**src/rtl/mux4_rr_feeder.sv**
```systemverilog
// Round-robin select sequencer for a 4:1 mux with a registered valid/ready output stage.
// Optional parity output enabled by defining MUX4_FEED_PARITY_EN.
module mux4_rr_feeder #(
    parameter int unsigned W = 4
) (
    input  logic         clk,
    input  logic         rst,
    input  logic [3:0]   in_valid,
    output logic [3:0]   in_ready,
    output logic [1:0]   sl,
    input  logic [W-1:0] mux_o,
    output logic         out_valid,
    input  logic         out_ready,
    output logic [W-1:0] out_data,
    output logic [1:0]   out_ch
`ifdef MUX4_FEED_PARITY_EN
    ,
    output logic         out_par
`endif
);

    typedef enum logic [1:0] {StIdle, StSettle, StHold} state_e;

    state_e       state_q, state_d;
    logic [1:0]   sl_q, sl_d;
    logic [1:0]   last_q, last_d;
    logic         out_valid_q, out_valid_d;
    logic [W-1:0] out_data_q, out_data_d;
    logic [1:0]   out_ch_q, out_ch_d;
    logic [1:0]   pick;
    logic         any_valid;
`ifdef MUX4_FEED_PARITY_EN
    logic         out_par_q, out_par_d;
`endif

    assign any_valid = |in_valid;

    // Round-robin pick: scan last+4 down to last+1 so the nearest requester after last wins.
    always_comb begin
        pick = last_q;
        for (int i = 4; i >= 1; i--) begin
            if (in_valid[last_q + 2'(i)]) begin
                pick = last_q + 2'(i);
            end
        end
    end

    // One-hot accept pulse to the selected source, only while the mux is settling.
    always_comb begin
        in_ready = '0;
        if (state_q == StSettle && !rst && in_valid[sl_q]) begin
            in_ready[sl_q] = 1'b1;
        end
    end

    // Next-state logic; sl only moves when entering SETTLE so the mux path is stable.
    always_comb begin
        state_d     = state_q;
        sl_d        = sl_q;
        last_d      = last_q;
        out_valid_d = out_valid_q;
        out_data_d  = out_data_q;
        out_ch_d    = out_ch_q;
`ifdef MUX4_FEED_PARITY_EN
        out_par_d   = out_par_q;
`endif
        unique case (state_q)
            StIdle: begin
                if (any_valid) begin
                    sl_d    = pick;
                    state_d = StSettle;
                end
            end
            StSettle: begin
                if (in_valid[sl_q]) begin
                    out_data_d  = mux_o;
                    out_ch_d    = sl_q;
                    last_d      = sl_q;
                    out_valid_d = 1'b1;
`ifdef MUX4_FEED_PARITY_EN
                    out_par_d   = ^mux_o;
`endif
                    state_d     = StHold;
                end else begin
                    // Source withdrew before accept: drop the grant, keep the pointer.
                    state_d = StIdle;
                end
            end
            StHold: begin
                if (out_ready) begin
                    out_valid_d = 1'b0;
                    if (any_valid) begin
                        sl_d    = pick;
                        state_d = StSettle;
                    end else begin
                        state_d = StIdle;
                    end
                end
            end
            default: begin
                state_d = StIdle;
            end
        endcase
    end

    // State registers with synchronous reset; last resets to 3 so source a goes first.
    always_ff @(posedge clk) begin
        if (rst) begin
            state_q     <= StIdle;
            sl_q        <= 2'd0;
            last_q      <= 2'd3;
            out_valid_q <= 1'b0;
            out_data_q  <= '0;
            out_ch_q    <= 2'd0;
`ifdef MUX4_FEED_PARITY_EN
            out_par_q   <= 1'b0;
`endif
        end else begin
            state_q     <= state_d;
            sl_q        <= sl_d;
            last_q      <= last_d;
            out_valid_q <= out_valid_d;
            out_data_q  <= out_data_d;
            out_ch_q    <= out_ch_d;
`ifdef MUX4_FEED_PARITY_EN
            out_par_q   <= out_par_d;
`endif
        end
    end

    assign sl        = sl_q;
    assign out_valid = out_valid_q;
    assign out_data  = out_data_q;
    assign out_ch    = out_ch_q;
`ifdef MUX4_FEED_PARITY_EN
    assign out_par   = out_par_q;
`endif

endmodule

```
**config.mk**
```make
export PLATFORM = sky130hd
export DESIGN_NAME = mux4_rr_feeder
export DESIGN_NICKNAME = d
export VERILOG_FILES = /design/src/rtl/mux4_rr_feeder.sv
export SDC_FILE = /design/constraint.sdc
export NUM_CORES = 1
export LEC_CHECK = 0
export BUFFER_PORTS_ARGS = -buffer_cell sky130_fd_sc_hd__buf_2
export CORE_MARGIN = 4
export CORE_UTILIZATION = 42
export CTS_CLUSTER_DIAMETER = 40
export CTS_CLUSTER_SIZE = 24
export DETAILED_ROUTE_END_ITERATION = 10
export GPL_ROUTABILITY_DRIVEN = 1
export GPL_TIMING_DRIVEN = 1
export PLACE_DENSITY = 0.72
export SLEW_MARGIN = 5
export SYNTH_ARGS = -nofsm -noshare
export SYNTH_HDL_FRONTEND = slang
export SYNTH_SLANG_ARGS = --single-unit
```
**constraint.sdc**
```tcl
create_clock -name clk -period 1.4 [get_ports clk]
set_clock_uncertainty 0.15 [all_clocks]
set_input_delay 0.14 -clock clk [delete_from_list [all_inputs] [get_ports clk]]
set_output_delay 0.14 -clock clk [all_outputs]
set_load 0.005 [all_outputs]
```
# Word-level counts from Yosys, hierarchy flattened
# Cells that the tools add are included.
[classes]
add_sub_neg = 3
magnitude_cmp = 5
eq_ne = 5
mux = 25
reduce_logical = 12
[op_table]
columns = ["cell", "n"]
rows = [
  ["two-way mux 2 bit", 8],
  ["< comparator 2 x 3 -> 1 bit (second input constant)", 4],
  ["binary-select mux 1 bit (select 2 bit)", 4],
  ["two-way mux 1 bit", 8],
  ["case mux 2 bit (3 select lines)", 1],
  ["AND reduction 2 bit", 3],
  ["adder 2 bit (second input constant)", 2],
  ["two-way mux 4 bit", 1],
  ["!= test 2 bit (second input constant)", 2],
  ["case mux 2 bit (2 select lines)", 1],
  ["nonzero test 2 bit", 2],
  ["OR reduction 4 bit", 1],
  ["logical AND 1 bit", 3],
  ["AND reduction 3 bit", 1],
  ["adder 2 x 1 -> 2 bit (second input constant)", 1],
  ["demux 1 bit (select 2 bit)", 1],
  ["== test 2 x 1 -> 1 bit (second input constant)", 1],
  ["== test 2 bit (second input constant)", 1],
  ["greater-or-equal comparator 2 x 1 -> 1 bit (second input constant)", 1],
  ["zero test 2 bit", 1],
  ["!= test 2 x 1 -> 1 bit (second input constant)", 1],
  ["case mux 1 bit (2 select lines)", 1],
  ["zero test 1 bit", 1],
]
[totals]
regBits = 13
in_bits = 11
out_inout_bits = 13
word_cells = 56

# Logic depth before layout (Yosys ltp)
# Gate-level depths: netlist of the first run.
[logic_depth]
word_depth = 9
depth_mapped = 5

# Worst setup path before layout of the first run
# OpenSTA, ideal clock, no wires.
[synth_path]
path_type = "reg2reg"
startpoint = "register sl_q[1] (netlist: sl[1])"
endpoint = "register last_q[0]"
t_arrival_ns = 1.347
required_time_ns = 1.130
setup_slack_ns = -0.217
stages_incl_launch_ff = 5
path_buffers = 1
period_less_slack_ns = 1.617
path_cell_list = "dfxtp_1 buf_6 mux2i_1 or4b_4 a211o_1"
[synth_between]
elab_chain_len = 3
[synth_lines]
columns = ["item", "line", "text"]
rows = [
  ["from (decl)", "25", "logic [1:0] sl_q, sl_d;"],
  ["from (signal assigned)", "120", "sl_q <= sl_d;"],
  ["binary-select mux 1 bit (select 2 bit)", "75", "if (in_valid[sl_q]) begin"],
  ["two-way mux 1 bit (not written as such)", "75", ""],
  ["AND reduction 2 bit (no line)", "n/a", ""],
  ["to (signal assigned)", "121", "last_q <= last_d;"],
  ["to (decl)", "26", "logic [1:0] last_q, last_d;"],
]
# No other way between the ends. The select of a mux whose other input is x is not followed.
# A chain may end at the register's enable or synchronous reset.

# Worst setup path in the final report of the first run
[layout_path]
startpoint = "register sl_q[1] (netlist: sl[1])"
endpoint = "output port in_ready[0]"
[layout_between]
elab_chain_len = 5
elab_cells_between_ends = 9
[layout_lines]
columns = ["item", "line", "text"]
rows = [
  ["< comparator 2 x 3 -> 1 bit (not written as such) or greater-or-equal comparator 2 x 1 -> 1 bit (tied branches)", "52", "in_ready[sl_q] = 1'b1;"],
  ["logical AND 1 bit (not written as such)", "52", ""],
  ["two-way mux 1 bit (not written as such)", "52", ""],
  ["demux 1 bit (select 2 bit)", "52", ""],
  ["two-way mux 4 bit (*)", "51", "if (state_q == StSettle && !rst && in_valid[sl_q]) begin"],
  ["to (decl)", "9", "output logic [3:0] in_ready,"],
]
# Every way passes the cells marked *; elsewhere a longest branch is shown, timed or not. The select of a mux whose other input is x is not followed.

==> results.tsv, run 1 <==
metric	value	unit
status	complete, but fails checks	
failing checks	setup timing	
final instance area	0.00118	mm²
CTS sink cnt	13	
Synth area leaders	dfxtp_1, mux2i_1, nand2b_1	
Post-Syn Area	693	µm²
Root Buffer	clkbuf_4	
crit path time final	1.98	ns
library cells used by synthesis	27	
Max-Cap Viols	0	
via/cell ratio	5.28	
period utilisation layout	142	%
Die Y-Extent	48.6	µm
Crit. End Element	primary output	
post-route ant nets	0	
routed length per instance	14.1	µm
FFs w/ async S/R, synth	0	%
Initial Util	45.0	%
syn_area_per_cell	9.12	µm²
I/O Buffers	23	
# diodes	0	
Post-Route WL	2070	µm
worst setup margin	-0.585	ns
GRT overflow	0	
Post-synth EDFFs	0	
Worst EP arrival	1.69	ns
endpoints failing setup	15	
min-delay worst type	input pin to flip-flop	
initial DRC count	8	
H-tree depth	1	
core area	0.00154	mm²
WHS	0.0523	ns
Cell Pwr Density	899	mW/mm²
post-synth top area share	37.5	%
FILL cells	114	
area leader, netlist	dfxtp_1	
placed cell area	933	µm²
area grow syn2layout	70.8	%
post-synthesis register bit count	13	
DPL Wire Length	1280	µm
yosys warns	0	
global-route wire length before repair	3140	µm
initial antenna violation count	0	
CTS tree	done	
via count	776	
Synth Instances	76	
fraction of layout cells with a size suffix above 1	53.4	%
Clock transition at path regs	0.08	ns
Final nets	143	
Startpoint Class	flip-flop	
GRT Resource Usage Total	16.4	%
Critical Path RT	1.11	ns
I/O pin count	24	
clk buf depth	2	
unrepaired setup endpoints after global routing	yes	
Storage cell area	268	µm²
Hold Violations, Final	0	
VDD IR max	0.605	mV
P_leak	0.570	nW
Multi-input gate area	470	µm²
largest net degree at the start of global routing	24	
f_max	0.504	GHz
Crit Path Class	flip-flop to primary output	
vias in the first global route	717	
Worst-Skew Late Latency	0.27	ns
synth cell count leaders	dfxtp_1, nor2_1, nand2b_1, mux2i_1, nor3_1	
cts bufs inserted	3	
Slew Limit Headroom	65.0	%
Final Max Tran Viols	0	
Worst Tran Pin Value	0.520	ns
die area	0.00236	mm²
router iterations before antenna repair	4	
Seq/Total Area, Yosys	37.5	%
cell with the most instances after synthesis	dfxtp_1	
crit-path max FO	4	
Die W	48.6	µm
syn nets	87	
Main synth FF type	dfxtp_1	
DR DRC count	0	
FP Rows	14	
Placer Congestion	0.720	
final timing paths:
kind	start	to	slack (ns)	cells after the start
max	sl[1]	in_ready[0]	-0.58	4
min	out_ready	state_q[1]	0.05	4
max reg2reg	sl[1]	out_data[1]	-0.42	7
min reg2reg	out_data[3]	out_data[3]	0.33	2
timing repair:
action | CTS | global route
resized for setup | 11 | 13
pin swaps | 1 | 5
hold buffers | 4 | 0
endpoints found under the setup margin | 16 | 16
buffers inserted | 7 | 4
endpoints found under the hold margin | 4 | 0
kinds of logic after synthesis:
family          synth area share, %
simple gates                   33.9
mux                            11.6
flops                          37.5
compound gates                 12.5
buf+inv                        4.51
worst max-delay path, stage by stage (launching register included):
cell and delay [ns]:
dfxtp_4 0.36, mux2i_2 0.15, or4b_4 0.54, nor4_1 0.20
buf_2 0.16
power by group:
part           internal (mW)  total [mW]  switching, mW
Clock                  0.110       0.233          0.123
Combinational          0.231       0.398          0.167
Sequential             0.404       0.433         0.0294
Total                  0.746        1.06          0.319
cell usage in the layout (no fill, tap or decap), types with 3 or more instances in the layout:
cell	synthesis	final
mux2i_1	8	6
dfxtp_1	13	11
nor4_1	3	3
buf_2	1	23
dlygate4sd3_1	0	4
nand2_1	3	3
nor2_1	10	9
clkbuf_4	0	3
nand2b_1	9	9
buf_4	0	21
buf_6	1	7
through the flow:
stage	TNS (ns)	setup WS [ns]	utilization [%]	power (mW)	std cells
CTS	-5.05	-0.532	70.8	1.00	143
floorplan	-1.66	-0.212	-	0.585	76
finish	-5.38	-0.585	76.8	1.06	147
detailed placement	-2.59	-0.247	60.6	0.715	128
global placement	-1.91	-0.199	60.6	0.706	128
global route	-6.68	-0.680	76.8	1.13	147
layer usage:
| metal | up-vias | global-route usage [%] | routed length (µm) |
|---|---|---|---|
| li1 | 387 | - | - |
| met1 | 363 | 18.1 | 831 |
| met2 | 22 | 28.7 | 1080 |
| met3 | 4 | 4.91 | 126 |
| met4 | 0 | 6.73 | 36 |
| met5 | - | 0 | 0 |
cell type report:
type / instances / area share (%)
Clock buffer: 4 / 2.22
Inverter: 2 / 0.634
Multi-Input combinational cell: 57 / 39.7
Sequential cell: 13 / 22.6
Tap cell: 16 / 1.69
Timing Repair Buffer: 55 / 33.1
state kept, by name, indices dropped and copies added, names as in the netlist:
name and cells:
out_data 4, state_q 2, out_valid 1, out_ch 2, sl 2, last_q 2
Note: power is estimated with default switching activity, not from simulation.
==> run 2: changes to the inputs <==
Settings changed: CORE_UTILIZATION 42 to 47, PLACE_DENSITY 0.72 to 0.76, RECOVER_POWER set to 50.
Clock period 1.4 ns to 1.9 ns, I/O delays scaled along.
==> run 2 against run 1 <==
  * The flow still finishes with violations (setup timing)
  * Routed wire length decreased by 27%
  * Largest power group unchanged
  * Via count decreased by 18%
  * Sequential share of layout area increased by 7.0 points
  * Sequential power decreased by 27%
  * Setup slack improved by 0.52 ns
  * Count of clock-buffer cells in the layout decreased by 1
  * Non-clock buffer count decreased by 25
  * Critical path depth unchanged
  * Sequential cell count unchanged
==> results.tsv, run 2 (synthesis gave the netlist of run 1 again) <==
metric	value	unit	change
CP bufs+invs	1		unchanged
VDD IR max	0.578	mV	-4.5%
GRT overflow	0		unchanged
via count	637		-18%
Max-Cap Viols	0		unchanged
DPL Wire Length	1150	µm	-10%
area grow syn2layout	27.4	%	
worst setup margin	-0.0640	ns	+0.521 ns
cts bufs inserted	3		unchanged
via/cell ratio	5.26		-0.27%
critical path startpoint	sl[1]		
die area	0.00215	mm²	-8.9%
H-tree depth	1		unchanged
max reg flops	4		unchanged
global-route wire length before repair	2610	µm	-17%
routed length per instance	12.5	µm	-11%
Placed Cells	114		-11%
DR DRC count	0		unchanged
unrepaired setup endpoints after global routing	yes		
Die Y-Extent	46.4	µm	-4.6%
initial antenna violation count	0		unchanged
crit-path max FO	3		-1
Worst-Skew Late Latency	0.27	ns	about the same
final instance area	883	µm²	-25%
Clock transition at path regs	0.08	ns	about the same
most common cell after layout, fill and taps aside	buf_2		
post-route ant nets	0		unchanged
Hold Path Origin	mux_o[1]		
I/O Buffers	23		unchanged
placed cell area	833	µm²	-11%
core area	0.00135	mm²	-12%
GRT Resource Usage Total	17.0	%	+0.62 points
f_max	0.509	GHz	
CTS sink cnt	13		unchanged
endpoints failing setup	3		-12
Cell Pwr Density	750	mW/mm²	-17%
initial DRC count	4		-4
Critical Path RT	1.56	ns	+0.45 ns
slowest stage cell, crit path	or4b_4		
ordered cell list for the critical path	mux2i_1 -> or4b_4 -> nor4b_2 -> buf_2		
CTS tree	done		
Multi-input gate area	408	µm²	-13%
failing checks	setup timing		
Startpoint Class	flip-flop		
P_leak	0.412	nW	-28%
Root Buffer	clkbuf_4		
Final nets	118		-17%
final core occ	65.4	%	-11 points
FILL cells	123		+7.9%
period utilisation layout	103	%	
crit path time final	1.96	ns	
Final Max Tran Viols	0		unchanged
clk buf depth	2		unchanged
Initial Util	51.3	%	+6.4 points
Hold Violations, Final	0		unchanged
Worst path top cell family by delay	simple AND/OR/NAND/NOR gates		
Crit Path Class	flip-flop to primary output		
Slew Limit Headroom	71.3	%	+6.2 points
min-delay worst type	input pin to flip-flop		
WHS	0.0161	ns	-0.0362 ns
Post-Route WL	1510	µm	-27%
vias in the first global route	599		-16%
status	complete, but fails checks		
FP Rows	13		-1
I/O pin count	24		unchanged
Worst Tran Pin Value	0.428	ns	-0.0922 ns
Crit. End Element	primary output		
largest net degree at the start of global routing	24		unchanged
slowest cell delay on critical path	0.52	ns	-0.02 ns
fraction of layout cells with a size suffix above 1	34.9	%	-19 points
most frequent cells in the layout	buf_2, dfxtp_1, nor2_1, nand2b_1, mux2i_1		
Layout Cells excl Fill	121		-18%
Die W	46.4	µm	-4.6%
Worst EP arrival	1.62	ns	-0.07 ns
Placer Congestion	0.809		+12%
Setup WS pre-CTS	0.176	ns	+0.423 ns
router iterations before antenna repair	2		-2
# diodes	0		unchanged
Storage cell area	262	µm²	-2.3%
R2R Path Start	sl[1]		
CTS hold repair buffers	0		-4
[run 2: cell count changes in the layout (fill, tap and decap cells not counted), sizes merged]
cell / change
clkbuf: +3
dlygate4sd3: -4
clkinv: +1
buf: -25
[run 2: worst register-to-register path, stage by stage (launching register included)]
cell	delay, ns
dfxtp_2	0.35
mux2i_1	0.13
or4b_4	0.52
buf_4	0.16
a211o_1	0.27
[run 2: area by class of cell]
class	instances	area share, %
multi-input cells	57	46.2
inverters	2	0.850
repair buffers	30	18.1
clock inverters	1	0.567
clock buffers	3	2.55
well taps	15	2.12
flip-flops and latches	13	29.6
[run 2: what timing repair did]
| item | 4_1_cts | 5_1_grt |
|---|---|---|
| endpoints found under the setup margin | 4 | 4 |
| buffers inserted | 3 | 0 |
| cloned | 0 | 0 |
| resized for setup | 2 | 0 |
| hold endpoints to repair | 0 | 0 |
[run 2: final timing paths]
path	to	depth (start not counted)	slack, ns
hold reg to reg	out_data[0]	2	0.33
setup / recovery	in_ready[2]	4	-0.06
setup reg to reg	last_q[0]	4	0.22
hold / removal	out_data[1]	3	0.02
[run 2: power breakdown]
group / switching [mW] / internal, mW / leakage (nW) / total (mW)
Clock: 0.0916 / 0.0780 / 0.0177 / 0.170
Combinational: 0.0861 / 0.0894 / 0.288 / 0.175
Sequential: 0.0202 / 0.298 / 0.107 / 0.318
Total: 0.198 / 0.465 / 0.412 / 0.663
[run 2: per-layer routing]
layer	global-route usage, %	vias to the layer above	wire length [µm]
li1	-	337	-
met1	22.0	284	711
met2	27.2	14	732
met3	3.52	2	55
met4	6.82	0	14
met5	0	-	0
[run 2: stage by stage]
| step | setup TNS, ns | power, mW |
|---|---|---|
| finish | -0.0925 | 0.663 |
| global route | -0.373 | 0.711 |
| CTS | -0.0957 | 0.670 |
| detailed placement | 0 | 0.490 |
| global placement | 0 | 0.486 |
| floorplan | 0 | 0.431 |
